**config.mk**
```make
export PLATFORM = sky130hd
export DESIGN_NAME = sp_ram_arbiter
export DESIGN_NICKNAME = d
export VERILOG_FILES = /design/src/rtl/sp_ram_arbiter.sv
export SDC_FILE = /design/constraint.sdc
export NUM_CORES = 1
export LEC_CHECK = 0
export ABC_CLOCK_PERIOD_IN_PS = 3800
export CORE_MARGIN = 10
export CORE_UTILIZATION = 38
export CTS_BUF_LIST = sky130_fd_sc_hd__clkbuf_16
export CTS_CLUSTER_SIZE = 16
export DETAILED_ROUTE_END_ITERATION = 6
export PLACE_DENSITY = 0.82
export SLEW_MARGIN = 20
export SYNTH_ARGS = -nofsm -noshare
export SYNTH_HDL_FRONTEND = slang
export SYNTH_SLANG_ARGS = --single-unit
```
**constraint.sdc**
```tcl
create_clock -name clk -period 3.8 [get_ports clk]
set_input_delay 0.57 -clock clk [delete_from_list [all_inputs] [get_ports clk]]
set_output_delay 0.57 -clock clk [all_outputs]
set_load 0.1 [all_outputs]
```
**src/rtl/sp_ram_arbiter.sv**
```systemverilog
// -----------------------------------------------------------------------------
// sp_ram_arbiter
//
// Two-client arbiter and access sequencer for a single-port synchronous RAM.
// It accepts one read or write from client A or client B and grants the
// requests one at a time under round-robin priority. For each grant it drives
// the RAM for exactly one access cycle. It then returns a one-cycle acknowledge
// to the granted client, together with the read data. The RAM is always run in
// synchronous-read mode.
//
// Parameters
//   DW        data width (must match the RAM)
//   AW        address width (must match the RAM)
//
// Ports
//   clk       clock, all state changes on its rising edge
//   rst_n     asynchronous active-low reset
//   req_a/b   client request, held high until the matching ack
//   we_a/b    1 = write, 0 = read, sampled with req
//   addr_a/b  client access address
//   wdata_a/b client write data
//   ack_a/b   one-cycle completion pulse
//   rdata_a/b read data, forced to 0 whenever the matching ack is low
//   busy      high whenever an access is in flight (not IDLE)
//   ram_cs    RAM chip select
//   ram_we    RAM write enable
//   ram_oe    RAM output enable
//   ram_mode  RAM mode select, tied to 1 (synchronous read)
//   ram_addr  RAM address, holds the last latched value outside ACCESS
//   ram_din   RAM write data, holds the last latched value outside ACCESS
//   ram_dout  RAM read data
// -----------------------------------------------------------------------------
module sp_ram_arbiter #(
  parameter int DW = 4,
  parameter int AW = 4
) (
  input  logic          clk,
  input  logic          rst_n,

  input  logic          req_a,
  input  logic          we_a,
  input  logic [AW-1:0] addr_a,
  input  logic [DW-1:0] wdata_a,
  output logic          ack_a,
  output logic [DW-1:0] rdata_a,

  input  logic          req_b,
  input  logic          we_b,
  input  logic [AW-1:0] addr_b,
  input  logic [DW-1:0] wdata_b,
  output logic          ack_b,
  output logic [DW-1:0] rdata_b,

  output logic          busy,

  output logic          ram_cs,
  output logic          ram_we,
  output logic          ram_oe,
  output logic          ram_mode,
  output logic [AW-1:0] ram_addr,
  output logic [DW-1:0] ram_din,
  input  logic [DW-1:0] ram_dout
);

  typedef enum logic [1:0] {
    IDLE   = 2'd0,
    ACCESS = 2'd1,
    DONE   = 2'd2
  } state_t;

  state_t state;
  state_t state_next;

  // prio_b = 1 means client B wins the next contended grant.
  logic prio_b;

  // Transaction captured at the grant and replayed to the RAM.
  // gnt_b selects which client receives the ack.
  logic          gnt_b;
  logic          lat_we;
  logic [AW-1:0] lat_addr;
  logic [DW-1:0] lat_din;

  logic grant;
  logic grant_b;

  // State register. When reset is asserted, the state returns to IDLE at once.
  // This drops cs before the next edge, so an in-flight write never commits.
  always_ff @(posedge clk or negedge rst_n) begin
    if (!rst_n) begin
      state <= IDLE;
    end else begin
      state <= state_next;
    end
  end

  // Next-state and output decode. Every output depends only on registered
  // state. The exception is rdata, which passes ram_dout through but is gated
  // by the registered ack.
  always_comb begin
    state_next = state;
    grant      = 1'b0;
    grant_b    = 1'b0;
    busy       = 1'b0;
    ram_cs     = 1'b0;
    ram_we     = 1'b0;
    ram_oe     = 1'b0;
    ack_a      = 1'b0;
    ack_b      = 1'b0;
    rdata_a    = '0;
    rdata_b    = '0;

    case (state)
      IDLE: begin
        if (req_a || req_b) begin
          grant      = 1'b1;
          // B wins only when it is the sole requester, or when it holds priority.
          grant_b    = req_b && (!req_a || prio_b);
          state_next = ACCESS;
        end
      end

      ACCESS: begin
        busy       = 1'b1;
        ram_cs     = 1'b1;
        ram_we     = lat_we;
        ram_oe     = !lat_we;
        state_next = DONE;
      end

      DONE: begin
        busy       = 1'b1;
        ack_a      = !gnt_b;
        ack_b      = gnt_b;
        if (!gnt_b) begin
          rdata_a = ram_dout;
        end else begin
          rdata_b = ram_dout;
        end
        state_next = IDLE;
      end

      default: begin
        state_next = IDLE;
      end
    endcase
  end

  // Priority register. Each grant hands priority to the client that was not
  // granted, so the grants alternate when both clients keep requesting.
  always_ff @(posedge clk or negedge rst_n) begin
    if (!rst_n) begin
      prio_b <= 1'b0;
    end else if (grant) begin
      prio_b <= !grant_b;
    end
  end

  // Capture the granted client's request fields. Changes to the client
  // inputs after this point have no effect until the next grant.
  always_ff @(posedge clk or negedge rst_n) begin
    if (!rst_n) begin
      gnt_b    <= 1'b0;
      lat_we   <= 1'b0;
      lat_addr <= '0;
      lat_din  <= '0;
    end else if (grant) begin
      gnt_b    <= grant_b;
      lat_we   <= grant_b ? we_b    : we_a;
      lat_addr <= grant_b ? addr_b  : addr_a;
      lat_din  <= grant_b ? wdata_b : wdata_a;
    end
  end

  assign ram_addr = lat_addr;
  assign ram_din  = lat_din;
  assign ram_mode = 1'b1;

endmodule
```
==> impl_metrics.py, run 1 <==
metrics = {
    "drt": {
        "routedWlPerCell_um": 14.8,
        "wl_um": 2290,
        "vias": 758,
        "drt-initial-drc-count": 15,
        "firstDrtPassIters": 4,
        "drc": 0,
        "ant_nets": 0,
        "viasPerCell": 4.89,
    },
    "clock_network": {
        "clkLatencyLatePin_ps": 240,
        "cts_buffer_depth": 2,
        "postCtsResizedCells": 0,
        "cts_tree": "yes",
        "cts_root_buffer": "clkbuf_16",
        "cts_setup_buffers": 0,
        "cts_sinks": 13,
        "cts_hold_buf": 0,
        "cts_buffers": 3,
        "htree_num_levels": 1,
        "clk_pin_slew_ps": 40,
    },
    "logic_synthesis": {
        "synth-main-ff-cell": "dfrtp_1",
        "synth_nets": 113,
        "avgSynthCellArea_um2": 9.29,
        "yosysTopAreaCellShare_pct": 41.7,
        "synth.cell_area_um2": 781,
        "async_reset_ff_share_pct": 100,
        "syn_inst": 84,
        "yosysMostFrequentCell": "dfrtp_1",
        "synthTopCellsByCount": "dfrtp_1, nor2_1, a31oi_1, o21ai_1, or3b_1",
        "ys_types": 22,
        "seq_area_frac_synth_pct": 41.7,
        "yosysTopAreaCell": "dfrtp_1",
        "synth_edf_count": 0,
        "yosys_warnings": 0,
        "synthTopCellsByArea": "dfrtp_1, or3b_1, a31oi_1",
        "ys_seq_elements": 13,
    },
    "timing": {
        "fmax_mhz": 357,
        "fin_tns_setup_ps": 0,
        "drv_slew": 0,
        "fin_skew_ps": 0.948,
        "period_share_pct": 73.7,
        "min_period_ps": 2800,
        "rsz0062_at_grt": "false",
        "finalHoldViolations": 0,
        "worst_pin_slew_ps": 1010,
        "setup_viol": 0,
        "fin_hold_ws_ps": 528,
        "slew_headroom_pct": 32.8,
    },
    "floorplanning": {
        "die_x_um": 65.3,
        "core_mm2": 0.00196,
        "die_height_um": 65.3,
        "rows": 16,
        "initial_utilization_pct": 39.8,
        "io_pins": 49,
        "dieArea_mm2": 0.00427,
    },
    "global_routing": {
        "gr-usage-met2_pct": 17.4,
        "overflow": 0,
        "use_met1_pct": 10.4,
        "grt_usage_pct": 9.93,
        "grt_most_used_layer": "met2",
        "grt_pass1_vias": 675,
        "grt_max_degree": 21,
        "grt_pass1_wl_um": 3350,
        "use_met3_pct": 3.22,
        "antenna_found_initial": 0,
    },
    "cells_and_area": {
        "syn_to_final_growth_pct": 65.9,
        "finalNetCount": 158,
        "num-fill-cells": 160,
        "antenna_cells": 0,
        "drive_gt1_share_pct": 10.9,
        "final_area_mm2": 0.00129,
    },
    "placed_design": {
        "placed_area_mm2": 0.00122,
        "io_buffers": 47,
        "hpwl_um": 1800,
        "gp_congestion": 0.731,
    },
    "setup_path": {
        "critPathArrivalTime_ps": 2230,
        "required_ps": 3230,
        "cp-end-kind": "primary output",
        "crit_type": "flop to primary output",
        "critPathLaunchType": "flop",
        "crit_fanout": 6,
    },
    "run_status": {
        "status": "finished, final reports clean",
    },
    "worst_hold_path": {
        "min_path_type": "flop to flop",
    },
    "run": {
        "maxCapViolCount": 0,
    },
}
## sequential cells by signal, summed over array words and instances (netlist names)
| signal | count |
|---|---|
| ram_addr | 4 |
| ram_din | 4 |
| state | 2 |
| gnt_b | 1 |
| lat_we | 1 |
| prio_b | 1 |
## final timing paths
kind	start	end	slack (ps)	cells past startpoint
setup / recovery	state[0]	ack_b	1000	4
max in group asynchronous	rst_n	ram_din[0]	2700	1
min in group asynchronous	rst_n	ram_din[2]	710	1
setup reg to reg	state[0]	ram_din[0]	1980	5
hold / removal	state[1]	state[1]	530	1
hold reg to reg	state[1]	state[1]	530	1
## kinds of logic (layout without fill, tap and decap cells)
logic type	after synthesis	count (layout)	synth area share, %
AO/OA/AOI/OAI	22	22	17.0
AND/OR/NAND/NOR	34	34	27.2
adder cells (fa/ha/maj)	3	3	4.81
buffers and inverters	10	54	7.37
multiplexers	1	1	1.44
flip-flops	13	13	41.7
other	1	1	0.480
## per-layer routing
layer / routed length, um / part of all wire [%]
met1: 934 / 41
met2: 1200 / 52
met3: 144 / 6.3
met4: 12 / 0.52
met5: 0 / 0
## through the flow
step | worst slack [ps] | cells | util [%]
6_report | 999 | 155 | 66.0
4_1_cts | 1000 | 155 | 66.0
2_1_floorplan | 224 | 84 | -
3_3_place_gp | 1300 | 151 | 62.0
5_1_grt | 920 | 155 | 66.0
3_5_place_dp | 1260 | 151 | 62.0
## area by class of cell
class	count	area, um2	share of cell area, %
Clock buffer	3	75.1	5.80
Clock inverter	1	3.75	0.290
Inverter	3	11.3	0.870
Multi-Input combinational cell	61	398	30.7
Sequential cell	13	325	25.1
Tap cell	27	33.8	2.61
Timing Repair Buffer	47	448	34.6
## critical path, stage by stage (launching register included)
cell and delay [ps]:
dfrtp_1 380, inv_1 110, ha_1 230, and2_1 140
clkdlybuf4s50_1 1130
## layout by cell type, fill, tap and decap left out, drive strengths merged
master	synthesis	layout
or3b	9	9
o22ai	1	1
nor2b	3	3
a31oi	9	9
a21boi	1	1
conb	1	1
ha	3	3
buf	4	9
o22a	1	1
inv	3	4
clkdlybuf4s50	0	38
mux2	1	1
and2	6	6
o21a	1	1
o21ai	9	9
nor2	10	10
clkbuf	3	3
nand2	2	2
dfrtp	13	13
and3	4	4
Power of run 1 is left out: the tool's default activity adds up to more than one toggle a clock period on the data nets, which glitch-free logic cannot reach.
==> run 2: changes to the inputs <==
--- a/config.mk
+++ b/config.mk
@@ -5,13 +5,13 @@
 export SDC_FILE = /design/constraint.sdc
 export NUM_CORES = 1
 export LEC_CHECK = 0
-export ABC_CLOCK_PERIOD_IN_PS = 3800
+export ABC_CLOCK_PERIOD_IN_PS = 2600
 export CORE_MARGIN = 10
-export CORE_UTILIZATION = 38
+export CORE_UTILIZATION = 36
 export CTS_BUF_LIST = sky130_fd_sc_hd__clkbuf_16
 export CTS_CLUSTER_SIZE = 16
 export DETAILED_ROUTE_END_ITERATION = 6
-export PLACE_DENSITY = 0.82
+export PLACE_DENSITY = 0.78
 export SLEW_MARGIN = 20
 export SYNTH_ARGS = -nofsm -noshare
 export SYNTH_HDL_FRONTEND = slang
==> constraint.sdc (replaced) <==
create_clock -name clk -period 2.6 [get_ports clk]
set_input_delay 0.39 -clock clk [delete_from_list [all_inputs] [get_ports clk]]
set_output_delay 0.39 -clock clk [all_outputs]
set_load 0.1 [all_outputs]
==> impl_metrics.py, run 2 (synthesized netlist as in run 1, its figures left out) <==
metrics = {
    "drt": {
        "vias": 755,
        "ant_nets": 0,
        "wl_um": 2190,
        "routedWlPerCell_um": 14.1,
        "viasPerCell": 4.87,
        "drc": 0,
        "firstDrtPassIters": 2,
        "drt-initial-drc-count": 16,
    },
    "global_routing": {
        "grt_usage_pct": 10.5,
        "overflow": 0,
        "gr-usage-met2_pct": 17.7,
        "use_met1_pct": 10.1,
        "grt_max_degree": 21,
        "grt_pass1_wl_um": 3790,
        "use_met3_pct": 7.02,
        "grt_pass1_vias": 856,
        "antenna_found_initial": 0,
        "grt_most_used_layer": "met2",
    },
    "cells_and_area": {
        "final_util_pct": 63.8,
        "syn_to_final_growth_pct": 63.6,
        "drive_gt1_share_pct": 22.7,
        "regArea_um2": 325,
        "layout_common_cells": "clkdlybuf4s50_1, buf_4, dfrtp_1, nor2_1",
        "layout.cells.most_common": "clkdlybuf4s50_1",
        "num-fill-cells": 183,
        "antenna_cells": 0,
        "finalNetCount": 158,
        "multiInputGateArea_um2": 413,
    },
    "floorplanning": {
        "rows": 16,
        "initial_utilization_pct": 39.0,
        "core_mm2": 0.00200,
        "die_x_um": 66.6,
        "dieArea_mm2": 0.00443,
        "io_pins": 49,
        "die_height_um": 66.6,
    },
    "placed_design": {
        "gp_congestion": 0.778,
        "io_buffers": 47,
        "hpwl_um": 1790,
        "pre_cts_ws_ps": 627,
    },
    "timing": {
        "fin_tns_setup_ps": 0,
        "setup_ws_ps": 664,
        "drv_slew": 0,
        "setup_viol": 0,
        "period_share_pct": 74.4,
        "fmax_mhz": 517,
        "worst_pin_slew_ps": 613,
        "finalHoldViolations": 0,
        "fin_skew_ps": 0.815,
        "min_period_ps": 1940,
        "slew_headroom_pct": 59.0,
        "rsz0062_at_grt": "false",
    },
    "setup_path": {
        "cp-end-kind": "primary output",
        "r2r_setup_slack_ps": 810,
        "crit_fanout": 6,
        "critPathLaunchType": "flop",
        "required_ps": 2210,
        "critPathArrivalTime_ps": 1550,
        "crit_type": "flop to primary output",
    },
    "run_status": {
        "status": "finished, final reports clean",
    },
    "clock_network": {
        "cts_hold_buf": 0,
        "clkLatencyLatePin_ps": 240,
        "cts_root_buffer": "clkbuf_16",
        "cts_buffers": 3,
        "postCtsResizedCells": 0,
        "cts_buffer_depth": 2,
        "clk_pin_slew_ps": 40,
        "cts_setup_buffers": 0,
        "cts_sinks": 13,
        "cts_tree": "yes",
        "htree_num_levels": 1,
    },
    "worst_hold_path": {
        "min_path_type": "input port to async pin",
    },
    "run": {
        "maxCapViolCount": 0,
    },
}
## run 2: cell count changes in the layout (fill, tap and decap cells not counted)
cell and change:
nor2b_4 +2, buf_4 +13, nor2b_1 -2, clkdlybuf4s50_1 -13
## run 2: path summary, 6_finish.rpt
| path | startpoint | end | depth (start not counted) |
|---|---|---|---|
| worst min register to register | prio_b | prio_b | 1 |
| worst max-delay path | state[0] | rdata_a[3] | 5 |
| max in group asynchronous | rst_n | gnt_b | 1 |
| min in group clk | prio_b | prio_b | 1 |
| worst max register to register | state[0] | ram_addr[2] | 5 |
| worst min-delay path | rst_n | ram_din[1] | 1 |
## run 2: metrics by stage
| step | hold slack (ps) | cell area [um2] | instances |
|---|---|---|---|
| 3_3_place_gp | 500 | 1200 | 151 |
| 2_1_floorplan | 94.4 | 796 | 84 |
| 4_1_cts | 550 | 1280 | 155 |
| 6_report | 538 | 1280 | 155 |
| 5_1_grt | 568 | 1280 | 155 |
| 3_5_place_dp | 535 | 1200 | 151 |
## run 2: worst max-delay path, stage by stage (launching register included)
cell     delay (ps)
dfrtp_1         370
inv_1           100
ha_1            220
nor2b_4         190
and2_1          140
buf_4           280
## run 2: layer usage
metal	wire, um	up-vias	part of all wire [%]
li1	-	379	-
met1	854	331	39
met2	991	41	45
met3	335	4	15
met4	10	0	0.46
met5	0	-	0
## run 2: final cells by class
class	count	area share, %
repair buffers	47	32.5
multi-input cells	61	32.3
flip-flops and latches	13	25.5
clock buffers	3	5.88
well taps	27	2.64
inverters	3	0.881
clock inverters	1	0.294
Power of run 2 is left out for the same reason.
==> run 3: changes to the inputs <==
--- a/config.mk
+++ b/config.mk
@@ -5,13 +5,13 @@
 export SDC_FILE = /design/constraint.sdc
 export NUM_CORES = 1
 export LEC_CHECK = 0
-export ABC_CLOCK_PERIOD_IN_PS = 2600
+export ABC_CLOCK_PERIOD_IN_PS = 1600
 export CORE_MARGIN = 10
-export CORE_UTILIZATION = 36
+export CORE_UTILIZATION = 32
 export CTS_BUF_LIST = sky130_fd_sc_hd__clkbuf_16
 export CTS_CLUSTER_SIZE = 16
 export DETAILED_ROUTE_END_ITERATION = 6
-export PLACE_DENSITY = 0.78
+export PLACE_DENSITY = 0.73
 export SLEW_MARGIN = 20
 export SYNTH_ARGS = -nofsm -noshare
 export SYNTH_HDL_FRONTEND = slang
==> constraint.sdc (replaced) <==
create_clock -name clk -period 1.6 [get_ports clk]
set_input_delay 0.24 -clock clk [delete_from_list [all_inputs] [get_ports clk]]
set_output_delay 0.24 -clock clk [all_outputs]
set_load 0.1 [all_outputs]
==> impl_metrics.py, run 3 (synthesized netlist as in run 1, its figures left out) <==
metrics = {
    "run": {
        "maxCapViolCount": 0,
    },
    "timing": {
        "setup_viol": 4,
        "finalHoldViolations": 0,
        "setup_ws_ps": -31.6,
        "slew_headroom_pct": 61.0,
        "fin_hold_ws_ps": 374,
        "rsz0062_at_grt": "true",
        "drv_slew": 0,
        "fin_skew_ps": 1.47,
        "fmax_mhz": 613,
        "period_share_pct": 102,
        "worst_pin_slew_ps": 584,
        "min_period_ps": 1630,
    },
    "setup_path": {
        "startpoint": "state[0]",
        "cp-end-kind": "primary output",
        "required_ps": 1360,
        "critPathArrivalTime_ps": 1390,
        "critPathLaunchType": "flop",
        "crit_fanout": 5,
        "reg2reg_depth": 6,
        "r2r-start": "state[0]",
        "crit_type": "flop to primary output",
    },
    "global_routing": {
        "antenna_found_initial": 0,
        "overflow": 0,
        "grt_pass1_vias": 822,
        "grt_max_degree": 21,
        "grt_usage_pct": 9.81,
        "grt_pass1_wl_um": 4020,
    },
    "floorplanning": {
        "die_height_um": 69.4,
        "dieArea_mm2": 0.00482,
        "core_mm2": 0.00228,
        "initial_utilization_pct": 34.3,
        "rows": 17,
        "io_pins": 49,
        "die_x_um": 69.4,
    },
    "drt": {
        "viasPerCell": 4.99,
        "vias": 828,
        "wl_um": 2580,
        "routedWlPerCell_um": 15.5,
        "drc": 0,
        "ant_nets": 0,
        "drt-initial-drc-count": 14,
        "firstDrtPassIters": 5,
    },
    "placed_design": {
        "hpwl_um": 2010,
        "placed_cells": 157,
        "io_buffers": 47,
        "gp_congestion": 0.725,
        "placed_area_mm2": 0.00156,
        "pre_cts_ws_ps": 13.8,
    },
    "clock_network": {
        "cts_buffers": 3,
        "htree_num_levels": 1,
        "clkLatencyLatePin_ps": 240,
        "cts_tree": "yes",
        "clk_pin_slew_ps": 50,
        "cts_sinks": 13,
        "cts_buffer_depth": 2,
        "cts_root_buffer": "clkbuf_16",
    },
    "cells_and_area": {
        "syn_to_final_growth_pct": 117,
        "antenna_cells": 0,
        "final_area_mm2": 0.00169,
        "finalNetCount": 168,
        "layoutNonFillerInstCount": 166,
        "drive_gt1_share_pct": 37.7,
        "layout_common_cells": "clkdlybuf4s50_1, buf_12, dfrtp_1, nor2_1",
        "layout.cells.most_common": "clkdlybuf4s50_1",
        "num-fill-cells": 151,
    },
    "worst_hold_path": {
        "min_path_type": "input port to async pin",
    },
    "run_status": {
        "violations": "negative setup slack",
        "status": "complete, but fails checks",
    },
}
==> run 3: metrics by stage <==
step	util (%)	setup TNS, ps
global placement	68.4	0
CTS	73.0	-180
floorplan	-	-1500
global route	74.3	-1250
finish	74.3	-126
detailed placement	68.4	0
==> run 3: routing by layer <==
layer / up-vias / wire length (um) / global-route usage, %
met3: 2 / 310 / 5.28
met2: 47 / 1260 / 16.1
met4: 0 / 6 / 3.33
met1: 378 / 1000 / 10.4
li1: 401 / - / -
met5: - / 0 / 0
==> run 3: final timing paths <==
check	to	slack, ps
setup / recovery	rdata_a[0]	-30
hold / removal	ram_din[1]	370
setup reg to reg	ram_addr[3]	10
hold reg to reg	prio_b	550
max in group asynchronous	ram_addr[3]	850
min in group clk	prio_b	550
==> run 3: timing repair <==
action	in CTS	in global routing
setup endpoints to repair	6	15
buffers inserted	3	2
resized for setup	1	4
hold buffers	0	0
pin swaps	3	5
==> run 3: final cells by class <==
type                            instances  area [um2]  area share [%]
Tap cell                               28        35.0            2.07
Clock buffer                            3        75.1            4.44
Timing Repair Buffer                   57         782            46.3
Sequential cell                        13         325            19.2
Multi-Input combinational cell         61         458            27.1
Clock inverter                          1        3.75           0.222
Inverter                                3        11.3           0.666
==> run 3: critical path: stages, from the launching register on <==
cell and delay, ps:
dfrtp_1 390, inv_2 100, ha_4 150, nor2b_4 180, and2_4 170, buf_12 160
Power of run 3 is left out for the same reason.
